==> src/rtl/lsm_sequencer.sv <==
// rtl/lsm_sequencer.sv - load/store-multiple sequencer: moves mask-selected registers to/from consecutive memory words
module lsm_sequencer #(
    parameter int NUM_REGS = 8,
    parameter int REG_AW   = 3,
    parameter int ADDR_W   = 16,
    parameter int DATA_W   = 16,
    parameter int STRIDE   = 1,
    parameter int CNT_W    = 4
) (
    input  logic                i_clk,
    input  logic                i_proc_rst,
    input  logic                i_start,
    input  logic                i_is_store,
    input  logic                i_descend,
    input  logic [ADDR_W-1:0]   i_base_addr,
    input  logic [NUM_REGS-1:0] i_reg_mask,
    output logic                o_busy,
    output logic                o_done,
    output logic [CNT_W-1:0]    o_xfer_count,
    output logic [ADDR_W-1:0]   o_final_addr,
    output logic                o_mem_req,
    output logic                o_mem_we,
    output logic [ADDR_W-1:0]   o_mem_addr,
    output logic [DATA_W-1:0]   o_mem_wdata,
    input  logic                i_mem_ready,
    input  logic [DATA_W-1:0]   i_mem_rdata,
    output logic [REG_AW-1:0]   o_rf_raddr,
    input  logic [DATA_W-1:0]   i_rf_rdata,
    output logic                o_rf_wen,
    output logic [REG_AW-1:0]   o_rf_waddr,
    output logic [DATA_W-1:0]   o_rf_wdata
);

    typedef enum logic [2:0] {
        S_IDLE = 3'd0,
        S_SCAN = 3'd1,
        S_REQ  = 3'd2,
        S_WB   = 3'd3,
        S_DONE = 3'd4
    } state_t;

    state_t              r_state;
    logic [NUM_REGS-1:0] r_pend;
    logic [ADDR_W-1:0]   r_addr;
    logic                r_store;
    logic                r_desc;
    logic [REG_AW-1:0]   r_cur;
    logic                r_busy;
    logic                r_done;
    logic                r_mem_req;
    logic                r_mem_we;
    logic                r_rf_wen;
    logic [REG_AW-1:0]   r_rf_waddr;
    logic [DATA_W-1:0]   r_rf_wdata;
    logic [CNT_W-1:0]    r_xfer_count;
    logic [ADDR_W-1:0]   r_final_addr;

    logic [REG_AW-1:0]   w_idx;
    logic [NUM_REGS-1:0] w_clear;
    logic [ADDR_W-1:0]   w_next_addr;

    // Later matches overwrite earlier ones, so scan direction sets the priority.
    always_comb begin
        w_idx = '0;
        if (r_desc) begin
            for (int i = 0; i < NUM_REGS; i++)
                if (r_pend[i]) w_idx = REG_AW'(i);
        end else begin
            for (int i = NUM_REGS - 1; i >= 0; i--)
                if (r_pend[i]) w_idx = REG_AW'(i);
        end
    end

    assign w_clear     = NUM_REGS'(1) << w_idx;
    assign w_next_addr = r_desc ? (r_addr - ADDR_W'(STRIDE)) : (r_addr + ADDR_W'(STRIDE));

    always_ff @(posedge i_clk) begin
        if (i_proc_rst) begin
            r_state      <= S_IDLE;
            r_pend       <= '0;
            r_addr       <= '0;
            r_store      <= 1'b0;
            r_desc       <= 1'b0;
            r_cur        <= '0;
            r_busy       <= 1'b0;
            r_done       <= 1'b0;
            r_mem_req    <= 1'b0;
            r_mem_we     <= 1'b0;
            r_rf_wen     <= 1'b0;
            r_rf_waddr   <= '0;
            r_rf_wdata   <= '0;
            r_xfer_count <= '0;
            r_final_addr <= '0;
        end else begin
            r_done   <= 1'b0;
            r_rf_wen <= 1'b0;
            case (r_state)
                S_IDLE: begin
                    if (i_start) begin
                        r_pend       <= i_reg_mask;
                        r_addr       <= i_base_addr;
                        r_store      <= i_is_store;
                        r_desc       <= i_descend;
                        r_xfer_count <= '0;
                        r_busy       <= 1'b1;
                        r_state      <= S_SCAN;
                    end
                end
                S_SCAN: begin
                    if (r_pend == '0) begin
                        r_done       <= 1'b1;
                        r_final_addr <= r_addr;
                        r_state      <= S_DONE;
                    end else begin
                        r_cur     <= w_idx;
                        r_pend    <= r_pend & ~w_clear;
                        r_mem_req <= 1'b1;
                        r_mem_we  <= r_store;
                        r_state   <= S_REQ;
                    end
                end
                S_REQ: begin
                    if (i_mem_ready) begin
                        r_mem_req <= 1'b0;
                        r_mem_we  <= 1'b0;
                        if (r_store) begin
                            r_addr       <= w_next_addr;
                            r_xfer_count <= r_xfer_count + CNT_W'(1);
                            r_state      <= S_SCAN;
                        end else begin
                            r_rf_wen   <= 1'b1;
                            r_rf_waddr <= r_cur;
                            r_rf_wdata <= i_mem_rdata;
                            r_state    <= S_WB;
                        end
                    end
                end
                S_WB: begin
                    r_addr       <= w_next_addr;
                    r_xfer_count <= r_xfer_count + CNT_W'(1);
                    r_state      <= S_SCAN;
                end
                S_DONE: begin
                    r_busy  <= 1'b0;
                    r_state <= S_IDLE;
                end
                default: r_state <= S_IDLE;
            endcase
        end
    end

    assign o_busy       = r_busy;
    assign o_done       = r_done;
    assign o_xfer_count = r_xfer_count;
    assign o_final_addr = r_final_addr;
    assign o_mem_req    = r_mem_req;
    assign o_mem_we     = r_mem_we;
    assign o_mem_addr   = r_addr;
    assign o_mem_wdata  = i_rf_rdata;
    assign o_rf_raddr   = r_cur;
    assign o_rf_wen     = r_rf_wen;
    assign o_rf_waddr   = r_rf_waddr;
    assign o_rf_wdata   = r_rf_wdata;

endmodule

==> config.mk <==
export PLATFORM = sky130hd
export DESIGN_NAME = lsm_sequencer
export DESIGN_NICKNAME = d
export VERILOG_FILES = /design/src/rtl/lsm_sequencer.sv
export SDC_FILE = /design/constraint.sdc
export NUM_CORES = 1
export LEC_CHECK = 0
export CAP_MARGIN = 20
export CORE_MARGIN = 8
export CORE_UTILIZATION = 35
export CTS_BUF_LIST = sky130_fd_sc_hd__clkbuf_8
export DETAILED_ROUTE_END_ITERATION = 10
export GPL_TIMING_DRIVEN = 1
export HOLD_SLACK_MARGIN = 0.02
export PLACE_DENSITY_LB_ADDON = 0.2
export SETUP_SLACK_MARGIN = 0.4
export SLEW_MARGIN = 20
export SYNTH_ARGS = -nofsm -noshare
export SYNTH_HDL_FRONTEND = slang
export SYNTH_SLANG_ARGS = --single-unit
==> constraint.sdc <==
create_clock -name i_clk -period 2.6 [get_ports i_clk]
set_input_delay 0.26 -clock i_clk [delete_from_list [all_inputs] [get_ports i_clk]]
set_output_delay 0.26 -clock i_clk [all_outputs]
set_load 0.05 [all_outputs]
==> metrics.yaml <==
outcome: "completed"
clk_latency_ns: 0.36
seqPwrFrac: 0.408
dpl_cell_area_um2: 5025
synthDistinctLibCells: 57
ys_warn_count: 0
grt_antenna_before_repair: 0
drt_wl_total_um: 12000
die_area_um2: 14820
cts_tree: "yes"
area_delta_synth_final_pct: 34.08
grt_max_degree: 30
finalClockSkew_ns: 0.01969
fin_ws_ns: 0.4299
drive_above_1_share: 0.08644
initial_utilization: 0.3595
final_util: 0.4820
maxCapViolCount: 0
arrival_ns: 2.46
via_count: 3770
htreeDepth: 3
hold_buffers: 0
gr-usage-all-layers: 0.1583
cts_sinks: 76
clock_path_buffers: 2
fillerInstances: 1091
min_period_ns: 2.170
cts_buffers: 9
rsz0062_at_grt: "yes"
worst_pin_slew_ns: 0.7295
worstPathCellList: "inv_1, fa_2, nand2b_4, a21o_1, a21oi_2, a41oi_2, or4_1, a31oi_1"
layout.nets: 663
place.gp.congestion: 0.8904
hold_viol_final: 0
p_sw_frac: 0.3869
synthArstFlopShare: 0
hpwl_um: 8811
max_stage_delay_ns: 0.43
dpl_worst_slack_ns: 0.2567
fmax_mhz: 460.8
coreArea_um2: 10890
end_kind: "register"
grt_first_pass_wirelength_um: 18980
firstDrtPassIters: 4
slew_violations: 0
syn-cell-area_um2: 3914
worstPathMaxFanout: 11
syn_inst: 493
maxSlewHeadroom: 0.5132
switchingPower_uw: 1282
drt-initial-drc-count: 202
drc: 0
path_buf_inv: 1
synth.area.top_cells: "dfxtp_1 39%, nand2_1 10%, a21oi_1 9.5%"
seq_area_frac_synth: 0.3887
io_buffer_count: 108
intPower_uw: 2031
worst_ir_drop_vdd_mv: 0.2663
die-width_um: 121.7
syn_nets: 571
grt_pass1_vias: 3681
yosysTopAreaCellShare: 0.3887
diodes: 0
power.density_nw_per_um2: 631.4
rows: 38
cpMaxStageDelayCell: "dfxtp_4"
cp_top_family: "compound AO/OA/AOI/OAI gates"
pwr-share-clk: 0.264
setup_violations: 0
final.setup.tns_ns: 0
required_ns: 2.89
ys.flop_type: "dfxtp_1"
crit_type: "reg2reg"
period_share: 0.8347
yosysTopAreaCell: "dfxtp_1"
fin_area_um2: 5248
root_buffer: "clkbuf_8"
grt_overflow: 0
combPwrFrac: 0.328
cp-start-kind: "register"
ioPinCount: 141
synth.avg_cell_area_um2: 7.939
leakage_uw: 0.001852
post_drt_wl_per_cell_um: 16.44
die_y_um: 121.7
synth_edf_count: 0
hp-class: "in2reg"
cts.clk_slew.worst_paths_ns: 0.10
drt.antenna.violating_nets: 0
synth_seq_cells: 76
post_drt_via_cell_ratio: 5.164
cell usage in the layout, fill, tap and decap left out, types with 4 or more instances in the layout:
master,n
xnor2_1,9
xor2_1,6
o21ai_0,11
nor2b_1,5
nand3_1,8
and3_1,6
ha_1,14
inv_1,8
clkdlybuf4s50_1,107
nor2_1,37
nor3_1,8
nand4_1,5
o211ai_1,4
buf_4,12
clkbuf_8,9
dfxtp_1,73
o22ai_1,4
o21a_1,4
a32o_1,6
a211oi_1,12
nand2_1,105
a21oi_1,73
routing by layer:
layer  GRT usage  part of all wire
met5           0                 0
met1      0.1924              0.46
met2      0.2597              0.46
met3     0.05137             0.074
met4     0.05012            0.0092
cell families (layout without fill, tap and decap cells):
kind of cell             Yosys count  count (layout)  synth area share
buffers and inverters             47             144           0.06617
multiplexers                       1               1          0.002558
adder cells (fa/ha/maj)           16              16           0.05307
AND/OR/NAND/NOR                  196             196            0.2315
XOR/XNOR                          15              15           0.03357
flip-flops                        76              76            0.3887
AO/OA/AOI/OAI                    142             142            0.2244
synthesized netlist by cell type (4+ instances only):
| cell | instances |
|---|---|
| nand2_1 | 105 |
| dfxtp_1 | 76 |
| a21oi_1 | 74 |
| nor2_1 | 37 |
| buf_4 | 17 |
| ha_1 | 15 |
| a211oi_1 | 12 |
| clkbuf_1 | 12 |
| o21ai_0 | 11 |
| buf_2 | 9 |
| xnor2_1 | 9 |
| inv_1 | 8 |
| nand3_1 | 8 |
| nor3_1 | 8 |
| a32o_1 | 6 |
| and3_1 | 6 |
| xor2_1 | 6 |
| nand4_1 | 5 |
| nor2b_1 | 5 |
| nand2b_1 | 4 |
| o211ai_1 | 4 |
| o21a_1 | 4 |
| o22ai_1 | 4 |
state kept, by name (all words and copies together) (netlist names):
register	cells
o_busy	1
o_done	1
o_final_addr	16
o_mem_addr	16
o_mem_req	1
o_mem_we	1
o_rf_raddr	3
o_rf_waddr	3
o_rf_wdata	16
o_rf_wen	1
o_xfer_count	4
r_desc	1
r_pend	8
r_state	3
r_store	1
cell type report:
cell class / count / area (um^2) / share of cell area
clock inverter: 7 / 62.56 / 0.01192
inverter: 8 / 30.03 / 0.005722
multi-input combinational: 370 / 2157 / 0.4111
tap: 140 / 175.2 / 0.03338
clock buffer: 9 / 123.9 / 0.02361
timing repair buffer: 120 / 1166 / 0.2222
sequential: 76 / 1533 / 0.2921
power groups by stage:
stage | sequential [uW] | combinational, uW | clock, uW
2_1_floorplan | 1560 | 605 | 0
5_1_grt | 1360 | 1180 | 947
3_5_place_dp | 1380 | 1070 | 0
3_3_place_gp | 1380 | 1060 | 0
4_1_cts | 1350 | 1080 | 903
6_report | 1350 | 1090 | 875
worst paths after layout:
| kind | slack, ns | startpoint | cells after the start | end |
|---|---|---|---|---|
| worst max-delay path | 0.43 | r_desc | 8 | o_mem_addr[12] |
| worst min-delay path | 0.32 | i_proc_rst | 2 | o_rf_wen |
| worst max register to register | 0.43 | r_desc | 8 | o_mem_addr[12] |
| worst min register to register | 0.46 | o_rf_wdata[8] | 2 | o_rf_wdata[8] |
timing repair:
action / CTS / global route
buffers inserted: 2 / 2
pin swaps: 1 / 0
gates resized for setup: 0 / 2
endpoints found under the setup margin: 1 / 3
metrics by stage:
stage	power (uW)	hold slack [ns]	instances
floorplan	2168	0.3590	493
finish	3313	0.3184	730
global placement	2445	0.4420	710
detailed placement	2452	0.4477	710
CTS	3338	0.3086	728
global route	3489	0.3319	730
No activity file was read; power rests on OpenSTA's default activity.
